### src/rtl/fetch_pc_ctrl_pkg.sv
// Shared types and constants for the fetch PC controller: FSM encoding,
// reset PC default, widths and the sequential next-PC helper.
package fetch_pc_ctrl_pkg;

  localparam int unsigned AddrWidth  = 32;
  localparam int unsigned InstrWidth = 32;

  localparam logic [AddrWidth-1:0] FpcResetPc = 32'h0000_0000;

  typedef enum logic [1:0] {
    FpcReq     = 2'd0,
    FpcWait    = 2'd1,
    FpcDiscard = 2'd2
  } fpc_state_e;

  // Sequential fetch address; wraps modulo 2^32.
  function automatic logic [AddrWidth-1:0] seq_pc(input logic [AddrWidth-1:0] pc);
    return pc + 32'd4;
  endfunction

endpackage

### src/rtl/fetch_pc_ctrl_if.sv
// AXI4-Lite style read channel between the fetch controller (master) and
// instruction memory (slave): address request plus read-data response.
interface fetch_pc_ctrl_if;
  import fetch_pc_ctrl_pkg::*;

  logic                  req_valid;
  logic                  req_ready;
  logic [AddrWidth-1:0]  req_addr;
  logic                  rsp_valid;
  logic                  rsp_ready;
  logic [InstrWidth-1:0] rsp_data;

  modport master (
    output req_valid,
    output req_addr,
    output rsp_ready,
    input  req_ready,
    input  rsp_valid,
    input  rsp_data
  );

  modport slave (
    input  req_valid,
    input  req_addr,
    input  rsp_ready,
    output req_ready,
    output rsp_valid,
    output rsp_data
  );

endinterface

### src/rtl/fetch_pc_ctrl.sv
// Fetch PC owner: issues one instruction read at a time, picks the next PC
// from PC+4 / BTB prediction / mem-stage redirect, and feeds the IF/ID stage.
module fetch_pc_ctrl
  import fetch_pc_ctrl_pkg::*;
#(
  parameter logic [31:0] RESET_PC = FpcResetPc
) (
  input  logic                  clk,
  input  logic                  rst_n,
  input  logic                  stall_i,
  input  logic                  redirect_valid_i,
  input  logic [AddrWidth-1:0]  redirect_pc_i,
  input  logic                  btb_hit_i,
  input  logic                  btb_taken_i,
  input  logic [AddrWidth-1:0]  btb_target_i,
  output logic [AddrWidth-1:0]  btb_pc_o,
  fetch_pc_ctrl_if.master       imem,
  output logic                  if_valid_o,
  output logic [AddrWidth-1:0]  if_pc_o,
  output logic [InstrWidth-1:0] if_instr_o,
  output logic                  if_pred_taken_o,
  output logic                  flush_o
);

  fpc_state_e state_q, state_d;

  logic [AddrWidth-1:0]  pc_q, pc_d;
  logic [AddrWidth-1:0]  req_addr_q, req_addr_d;
  logic                  pred_q, pred_d;
  logic [AddrWidth-1:0]  pred_tgt_q, pred_tgt_d;
  logic                  kill_q, kill_d;
  logic                  out_valid_q, out_valid_d;
  logic [AddrWidth-1:0]  out_pc_q, out_pc_d;
  logic [InstrWidth-1:0] out_instr_q, out_instr_d;
  logic                  out_pred_q, out_pred_d;

  logic                  req_valid;
  logic                  rsp_ready;
  logic                  rsp_fire;
  logic [AddrWidth-1:0]  next_pc;

  // State register.
  always_ff @(posedge clk or negedge rst_n) begin
    if (!rst_n) begin
      state_q <= FpcReq;
    end else begin
      state_q <= state_d;
    end
  end

  // Next-state and datapath next values; redirect overrides everything else.
  always_comb begin
    state_d     = state_q;
    pc_d        = pc_q;
    req_addr_d  = req_addr_q;
    pred_d      = pred_q;
    pred_tgt_d  = pred_tgt_q;
    kill_d      = kill_q;
    out_valid_d = out_valid_q;
    out_pc_d    = out_pc_q;
    out_instr_d = out_instr_q;
    out_pred_d  = out_pred_q;
    rsp_fire    = imem.rsp_valid & rsp_ready;
    next_pc     = pred_q ? pred_tgt_q : seq_pc(req_addr_q);

    if (out_valid_q && !stall_i) begin
      out_valid_d = 1'b0;
    end

    unique case (state_q)
      FpcReq: begin
        if (imem.req_ready) begin
          pred_d     = btb_hit_i & btb_taken_i;
          pred_tgt_d = btb_target_i;
          kill_d     = 1'b0;
          state_d    = (kill_q || redirect_valid_i) ? FpcDiscard : FpcWait;
        end else if (redirect_valid_i) begin
          // Address must stay stable until accepted; remember to drop its data.
          kill_d = 1'b1;
        end
      end
      FpcWait: begin
        if (rsp_fire) begin
          state_d = FpcReq;
          if (redirect_valid_i) begin
            req_addr_d = redirect_pc_i;
          end else begin
            out_valid_d = 1'b1;
            out_pc_d    = req_addr_q;
            out_instr_d = imem.rsp_data;
            out_pred_d  = pred_q;
            pc_d        = next_pc;
            req_addr_d  = next_pc;
          end
        end else if (redirect_valid_i) begin
          state_d = FpcDiscard;
        end
      end
      FpcDiscard: begin
        if (imem.rsp_valid) begin
          state_d    = FpcReq;
          req_addr_d = redirect_valid_i ? redirect_pc_i : pc_q;
        end
      end
      default: state_d = FpcReq;
    endcase

    if (redirect_valid_i) begin
      pc_d        = redirect_pc_i;
      out_valid_d = 1'b0;
      out_pc_d    = '0;
      out_instr_d = '0;
      out_pred_d  = 1'b0;
    end
  end

  // Handshake outputs; request is gated by rst_n so it stays low during reset.
  always_comb begin
    req_valid = 1'b0;
    rsp_ready = 1'b0;
    unique case (state_q)
      FpcReq:     req_valid = rst_n;
      FpcWait:    rsp_ready = !out_valid_q | !stall_i;
      FpcDiscard: rsp_ready = 1'b1;
      default:    ;
    endcase
  end

  always_ff @(posedge clk or negedge rst_n) begin
    if (!rst_n) begin
      pc_q        <= RESET_PC;
      req_addr_q  <= RESET_PC;
      pred_q      <= 1'b0;
      pred_tgt_q  <= '0;
      kill_q      <= 1'b0;
      out_valid_q <= 1'b0;
      out_pc_q    <= '0;
      out_instr_q <= '0;
      out_pred_q  <= 1'b0;
    end else begin
      pc_q        <= pc_d;
      req_addr_q  <= req_addr_d;
      pred_q      <= pred_d;
      pred_tgt_q  <= pred_tgt_d;
      kill_q      <= kill_d;
      out_valid_q <= out_valid_d;
      out_pc_q    <= out_pc_d;
      out_instr_q <= out_instr_d;
      out_pred_q  <= out_pred_d;
    end
  end

  assign imem.req_valid  = req_valid;
  assign imem.req_addr   = {req_addr_q[AddrWidth-1:2], 2'b00};
  assign imem.rsp_ready  = rsp_ready;
  assign btb_pc_o        = {req_addr_q[AddrWidth-1:2], 2'b00};
  assign if_valid_o      = out_valid_q;
  assign if_pc_o         = out_pc_q;
  assign if_instr_o      = out_instr_q;
  assign if_pred_taken_o = out_pred_q;
  assign flush_o         = redirect_valid_i & rst_n;

endmodule

### src/flat_wrapper.sv
// flat-port wrapper written by rule: the top's interface ports become plain ports
module fetch_pc_ctrl_flat import fetch_pc_ctrl_pkg::*;
#(
  parameter logic [31:0] RESET_PC = FpcResetPc
)
  (clk, rst_n, stall_i, redirect_valid_i, redirect_pc_i, btb_hit_i, btb_taken_i, btb_target_i, btb_pc_o, if_valid_o, if_pc_o, if_instr_o, if_pred_taken_o, flush_o, imem_req_valid, imem_req_addr, imem_rsp_ready, imem_req_ready, imem_rsp_valid, imem_rsp_data);
  fetch_pc_ctrl_if imem_i ();
  input  logic clk;
  input  logic rst_n;
  input  logic stall_i;
  input  logic redirect_valid_i;
  input  logic [AddrWidth-1:0] redirect_pc_i;
  input  logic btb_hit_i;
  input  logic btb_taken_i;
  input  logic [AddrWidth-1:0] btb_target_i;
  output logic [AddrWidth-1:0] btb_pc_o;
  output logic if_valid_o;
  output logic [AddrWidth-1:0] if_pc_o;
  output logic [InstrWidth-1:0] if_instr_o;
  output logic if_pred_taken_o;
  output logic flush_o;
  output wire logic [$bits(imem_i.req_valid)-1:0] imem_req_valid;
  output wire logic [$bits(imem_i.req_addr)-1:0] imem_req_addr;
  output wire logic [$bits(imem_i.rsp_ready)-1:0] imem_rsp_ready;
  input wire logic [$bits(imem_i.req_ready)-1:0] imem_req_ready;
  input wire logic [$bits(imem_i.rsp_valid)-1:0] imem_rsp_valid;
  input wire logic [$bits(imem_i.rsp_data)-1:0] imem_rsp_data;
  assign imem_req_valid = imem_i.req_valid;
  assign imem_req_addr = imem_i.req_addr;
  assign imem_rsp_ready = imem_i.rsp_ready;
  assign imem_i.req_ready = imem_req_ready;
  assign imem_i.rsp_valid = imem_rsp_valid;
  assign imem_i.rsp_data = imem_rsp_data;
  fetch_pc_ctrl #(.RESET_PC(RESET_PC)) u_core (.clk(clk), .rst_n(rst_n), .stall_i(stall_i), .redirect_valid_i(redirect_valid_i), .redirect_pc_i(redirect_pc_i), .btb_hit_i(btb_hit_i), .btb_taken_i(btb_taken_i), .btb_target_i(btb_target_i), .btb_pc_o(btb_pc_o), .imem(imem_i), .if_valid_o(if_valid_o), .if_pc_o(if_pc_o), .if_instr_o(if_instr_o), .if_pred_taken_o(if_pred_taken_o), .flush_o(flush_o));
endmodule
### config.mk
export PLATFORM = sky130hd
export DESIGN_NAME = fetch_pc_ctrl_flat
export DESIGN_NICKNAME = d
export VERILOG_FILES = /design/src/rtl/fetch_pc_ctrl_pkg.sv /design/src/rtl/fetch_pc_ctrl_if.sv /design/src/rtl/fetch_pc_ctrl.sv /design/src/flat_wrapper.sv
export SDC_FILE = /design/constraint.sdc
export NUM_CORES = 1
export LEC_CHECK = 0
export ABC_CLOCK_PERIOD_IN_PS = 2500
export CORE_MARGIN = 2
export CORE_UTILIZATION = 49
export CTS_CLUSTER_DIAMETER = 120
export DETAILED_ROUTE_END_ITERATION = 16
export PLACE_DENSITY_LB_ADDON = 0.2
export SKIP_LAST_GASP = 1
export SLEW_MARGIN = 5
export SYNTH_ARGS = -nofsm -noshare
export SYNTH_HDL_FRONTEND = slang
export SYNTH_SLANG_ARGS = --single-unit
### constraint.sdc
create_clock -name clk -period 2.5 [get_ports clk]
set_input_delay 0.5 -clock clk [delete_from_list [all_inputs] [get_ports clk]]
set_output_delay 0.5 -clock clk [all_outputs]
set_load 0.05 [all_outputs]
; ---- Word level (Yosys, flattened, before mapping)
; Index checks and enable logic that the tools add are counted.
[classes]
n_eq_ne = 6
bitwise_logic = 4
div = 0
n_mul = 0
shift = 0
muxes = 32
addsub = 1
magnitude_cmp = 0
n_reduce_logical = 14
[ops]
columns = op, n
row1 = $mux 32, 14
row2 = $pmux 32 s2, 1
row3 = $add 32x3->32 const B, 1
row4 = $mux 1, 10
row5 = $mux 2, 5
row6 = $reduce_bool 2->1, 4
row7 = $pmux 2 s3, 1
row8 = $reduce_and 2->1, 3
row9 = $reduce_and 3->1, 2
row10 = $ne 2x2->1 const B, 2
row11 = $and 1x1->1, 3
row12 = $ne 3x2->1 const B, 1
row13 = $eq 2x1->1 const B, 1
row14 = $eq 2x2->1 const B, 1
row15 = $logic_not 1->1, 2
row16 = $logic_not 2->1, 1
row17 = $ne 2x1->1 const B, 1
row18 = $pmux 1 s2, 1
row19 = $logic_and 1x1->1, 1
row20 = $logic_or 1x1->1, 1
row21 = $or 1x1->1, 1
[word_totals]
memories = 0
romBits = 0
register_bits = 166
out_inout_bits = 133
elab_cells = 67
input_bits = 104
latch_bits = 0
mem_bits_rw = 0

; ---- Depth between registers and ports, before layout
[logic_depth]
word_depth = 7
ltp_mapped = 9

; ---- Worst setup path after synthesis
; No wires, ideal clock.
[synth_path]
path_kind = input port to output port
startpoint = in redirect_valid_i
endpoint = out flush_o
path_slack_ps = -11
t_required_ps = 2000
path_buffers = 4
cell_stages = 5
t_arrival_ps = 2011
cell_sequence = clkbuf_1 clkbuf_1 buf_1 clkbuf_1 and2_1
[synth_between]
elab_chain_cells = 1
[synth_lines]
columns = element, line_no
row1 = start: declaration, flat_wrapper.sv:11  ; input logic redirect_valid_i;
row2 = $and 1x1->1, fetch_pc_ctrl.sv:161  ; assign flush_o = redirect_valid_i & rst_n;
row3 = end: declaration, flat_wrapper.sv:21  ; output logic flush_o;
; No other way between the ends.

; ---- Final worst setup path
[layout_path]
startpoint = reg u_core.req_addr_q[6]
endpoint = out btb_pc_o[6]
[layout_rtl]
columns = element, line_no
row1 = start: declaration, fetch_pc_ctrl.sv:28  ; logic [AddrWidth-1:0] req_addr_q, req_addr_d;
row2 = start signal: assignment, fetch_pc_ctrl.sv:142  ; req_addr_q <= req_addr_d;
row3 = end: declaration, flat_wrapper.sv:16  ; output logic [AddrWidth-1:0] btb_pc_o;
; No word-level cell between the ends.

==> metrics.txt <==
arrival time worst endpoint 1.89 ns; DRC viols 0; Synth Instances 958; xor/xnor share of the synthesized area 0.9996%; P_leak 0.004771 uW; maximum VDD drop 774.3 uV; Setup crit end kind output pin; placer congestion estimate 0.8791; compound-cell area share of the yosys netlist 18.11%; post-route ant nets 0; Post-Synth Simple-Gate Area 17.15%; GRT overflow 0; DR pass1 iterations 5; final wirelength 25.44 mm; Synth Flop Type dfrtp_1; post-layout minimum cycle time 2.387 ns; unrepaired setup endpoints after global routing false; Netlist Area Pre-Place 8762 sq um; Worst R2R Setup Slack 0.20 ns; Required @ worst endpoint 2.00 ns; area of the multi-input gates 3814 sq um; Reg-to-Reg Start u_core.req_addr_q[17]; internal power 8148 uW; Comb pwr share 52.3%; fin cells 1374; antenna violations before repair 1; final period utilization 95.48%; crit path kind reg -> out; Clock Skew 0.009320 ns; Yosys reg bits 166; WL per Instance 18.52 microns; hold depth 3; most common cell after layout, fill and taps aside clkdlybuf4s50_1; vias in the first global route 7618; layout cells sized above 1 12.11%; Initial Util 50.31%; clock power share 19.9%; clock slew at reported path FFs 0.06 ns; Die H 137.7 microns; sequential-to-total area share from yosys stat 47.41%; post-CTS setup buffers 0; worst-path fanout max 7; Iter 0 DRT Violations 634; root buf cell clkbuf_16; Max Transition Viols Final 0; ys async rst share 100.0%; CTS Buf Count 17; Achievable Freq 0.4189 GHz; worst-path cell chain buf_4 -> clkdlybuf4s50_1; CTS tree done; IO buf count 232; core area 17420 sq um; Final Hold Vio Count 0; pwr dens 1233 nW/um^2; H-tree levels 4; Register Area 4156 sq um; Fin Setup TNS 0 ns; Adder-Cell Fraction of Synth Area 0.5712%; Detailed Place HPWL 17.15 mm; worst min-delay path class in -> reg; fillcell total 1392; Layout area overhead 35.03%; Switching Share 44.16%; row cnt 48; Inst Count DP 1340; hold path startpoint redirect_valid_i; MaxCap Viol Count 0; Worst Hold End u_core.kill_q; largest family of logic cells by synthesized area compound AO/OA/AOI/OAI gates; CP max stage cell clkdlybuf4s50_1; largest net degree at the start of global routing 69; vias 7887; Die W 137.7 microns; synth unique cells 58; clk sinks 166; via-per-instance ratio 5.740; status finished clean; Worst-Margin Slew 0.9636 ns; Crit path depth 2; Buf/Inv on CP 2; Clock Tree Buf Depth 2; NetSw 6444 uW; critical path's top delay family buffers and inverters; Clock Latency Late Sink 0.43 ns; post-synthesis mux area share 6.426%; crit path launch type flip-flop; IO Count 237; Worst Reg-to-Reg Cells 5; Yosys warnings 0; synthesized area per cell 9.146 sq um; first-pass GRT wire length 39.78 mm; peak per-stage delay on the critical path 0.80 ns; GRT Total Usage 27.20%; Post-synth EDFFs 0; Final #Nets 1243; FF-to-FF End u_core.pc_q[29]; fraction of power consumed by sequential logic 27.8%; Finish-stage setup viols 0; most frequent cells in the layout clkdlybuf4s50_1, nand2_1, dfrtp_1; Slew headroom 35.76%; die area 18970 sq um
[worst register-to-register path, stage by stage (launching register included)]
cell and delay (ns):
dfrtp_1 0.35, nand4_1 0.18, or4_1 0.60, nor4_1 0.35
mux2_2 0.39, o41ai_1 0.31
[layout make-up]
type,instances,area share [%]
antenna,1,0.02115
clock buffer,20,3.775
clock inverter,12,1.703
inverter,12,0.3807
multi-input combinational,647,32.23
sequential,166,35.13
tap,225,2.379
timing repair buffer,291,24.38
[worst max-delay path by stage]
stage	from	endpoint	slack, ns
5_1_grt	u_core.req_addr_q[3]	u_core.req_addr_q[22]	0.02
3_5_place_dp	stall_i	u_core.req_addr_q[28]	0.09
6_report	u_core.req_addr_q[6]	btb_pc_o[6]	0.11
3_3_place_gp	stall_i	u_core.req_addr_q[28]	0.15
4_1_cts	u_core.req_addr_q[14]	btb_pc_o[14]	0.1
2_1_floorplan	u_core.state_q[0]	imem_rsp_ready	0.05
[cell usage after synthesis, drive strengths merged, types with 3 or more instances]
| cell | count | area share [%] |
|---|---|---|
| a211oi | 9 | 0.77 |
| a21oi | 99 | 5.7 |
| a221oi | 21 | 2.1 |
| a22o | 9 | 0.90 |
| a22oi | 3 | 0.26 |
| a2bb2oi | 6 | 0.60 |
| a31oi | 4 | 0.29 |
| and2 | 5 | 0.36 |
| and3 | 21 | 1.6 |
| and4 | 5 | 0.50 |
| buf | 76 | 6.2 |
| clkbuf | 60 | 2.6 |
| dfrtp | 166 | 47 |
| ha | 4 | 0.57 |
| inv | 10 | 0.43 |
| mux2 | 34 | 4.4 |
| mux2i | 18 | 2.1 |
| nand2 | 170 | 7.3 |
| nand2b | 13 | 0.93 |
| nand3 | 13 | 0.74 |
| nand3b | 3 | 0.26 |
| nand4 | 10 | 0.71 |
| nor2 | 41 | 1.8 |
| nor2b | 6 | 0.43 |
| nor3 | 27 | 1.5 |
| nor4 | 6 | 0.50 |
| o211ai | 4 | 0.34 |
| o21a | 9 | 0.77 |
| o21ai | 41 | 2.4 |
| o22ai | 13 | 1.0 |
| o31a | 4 | 0.40 |
| o31ai | 11 | 0.94 |
| o41ai | 5 | 0.50 |
| xnor2 | 5 | 0.50 |
| xor2 | 5 | 0.50 |
[flip-flops by register name, indices dropped and copies added (netlist names)]
register and flops:
u_core.if_pc_o 32, u_core.state_q 2, u_core.kill_q 1, u_core.if_pred_taken_o 1
u_core.pred_q 1, u_core.pc_q 32, u_core.req_addr_q 32, u_core.if_valid_o 1
u_core.pred_tgt_q 32, u_core.if_instr_o 32
[per-layer routing]
| layer | global-route usage, % | wire [microns] |
|---|---|---|
| met5 | 0 | 0 |
| met4 | 9.240 | 473 |
| met3 | 7.101 | 2308 |
| met2 | 43.23 | 12030 |
| met1 | 36.25 | 10630 |
[what timing repair did]
action	in CTS	in global routing
setup endpoints to repair	0	2
hold endpoints to repair	28	0
hold buffers	1	0
gates resized for setup	0	1
[logic make-up after synthesis]
group | after synthesis
xor+xnor | 10
compound gates | 250
simple gates | 327
fa+ha+maj | 4
flops | 166
other cells | 1
buf+inv | 148
mux | 52
[power groups by stage]
stage / registers [uW] / logic, uW / clock network (uW)
floorplan: 4080 / 5500 / 0
global placement: 4060 / 7460 / 0
detailed placement: 4080 / 7560 / 0
CTS: 4040 / 7620 / 2940
global route: 4150 / 8150 / 3050
finish: 4060 / 7630 / 2910
[stage by stage]
| step | total power [uW] | setup WS [ns] | hold slack [ns] | instance area (sq um) | util (%) |
|---|---|---|---|---|---|
| floorplan | 9580 | 0.04935 | 0.2044 | 8775 | - |
| global placement | 11520 | 0.1514 | 0.4067 | 11170 | 64.13 |
| detailed placement | 11640 | 0.08908 | 0.4003 | 11170 | 64.13 |
| CTS | 14600 | 0.09670 | 0.4774 | 11830 | 67.91 |
| global route | 15350 | 0.01782 | 0.5173 | 11830 | 67.93 |
| finish | 14590 | 0.1130 | 0.4897 | 11830 | 67.93 |
Note: power is estimated with default switching activity, not from simulation.
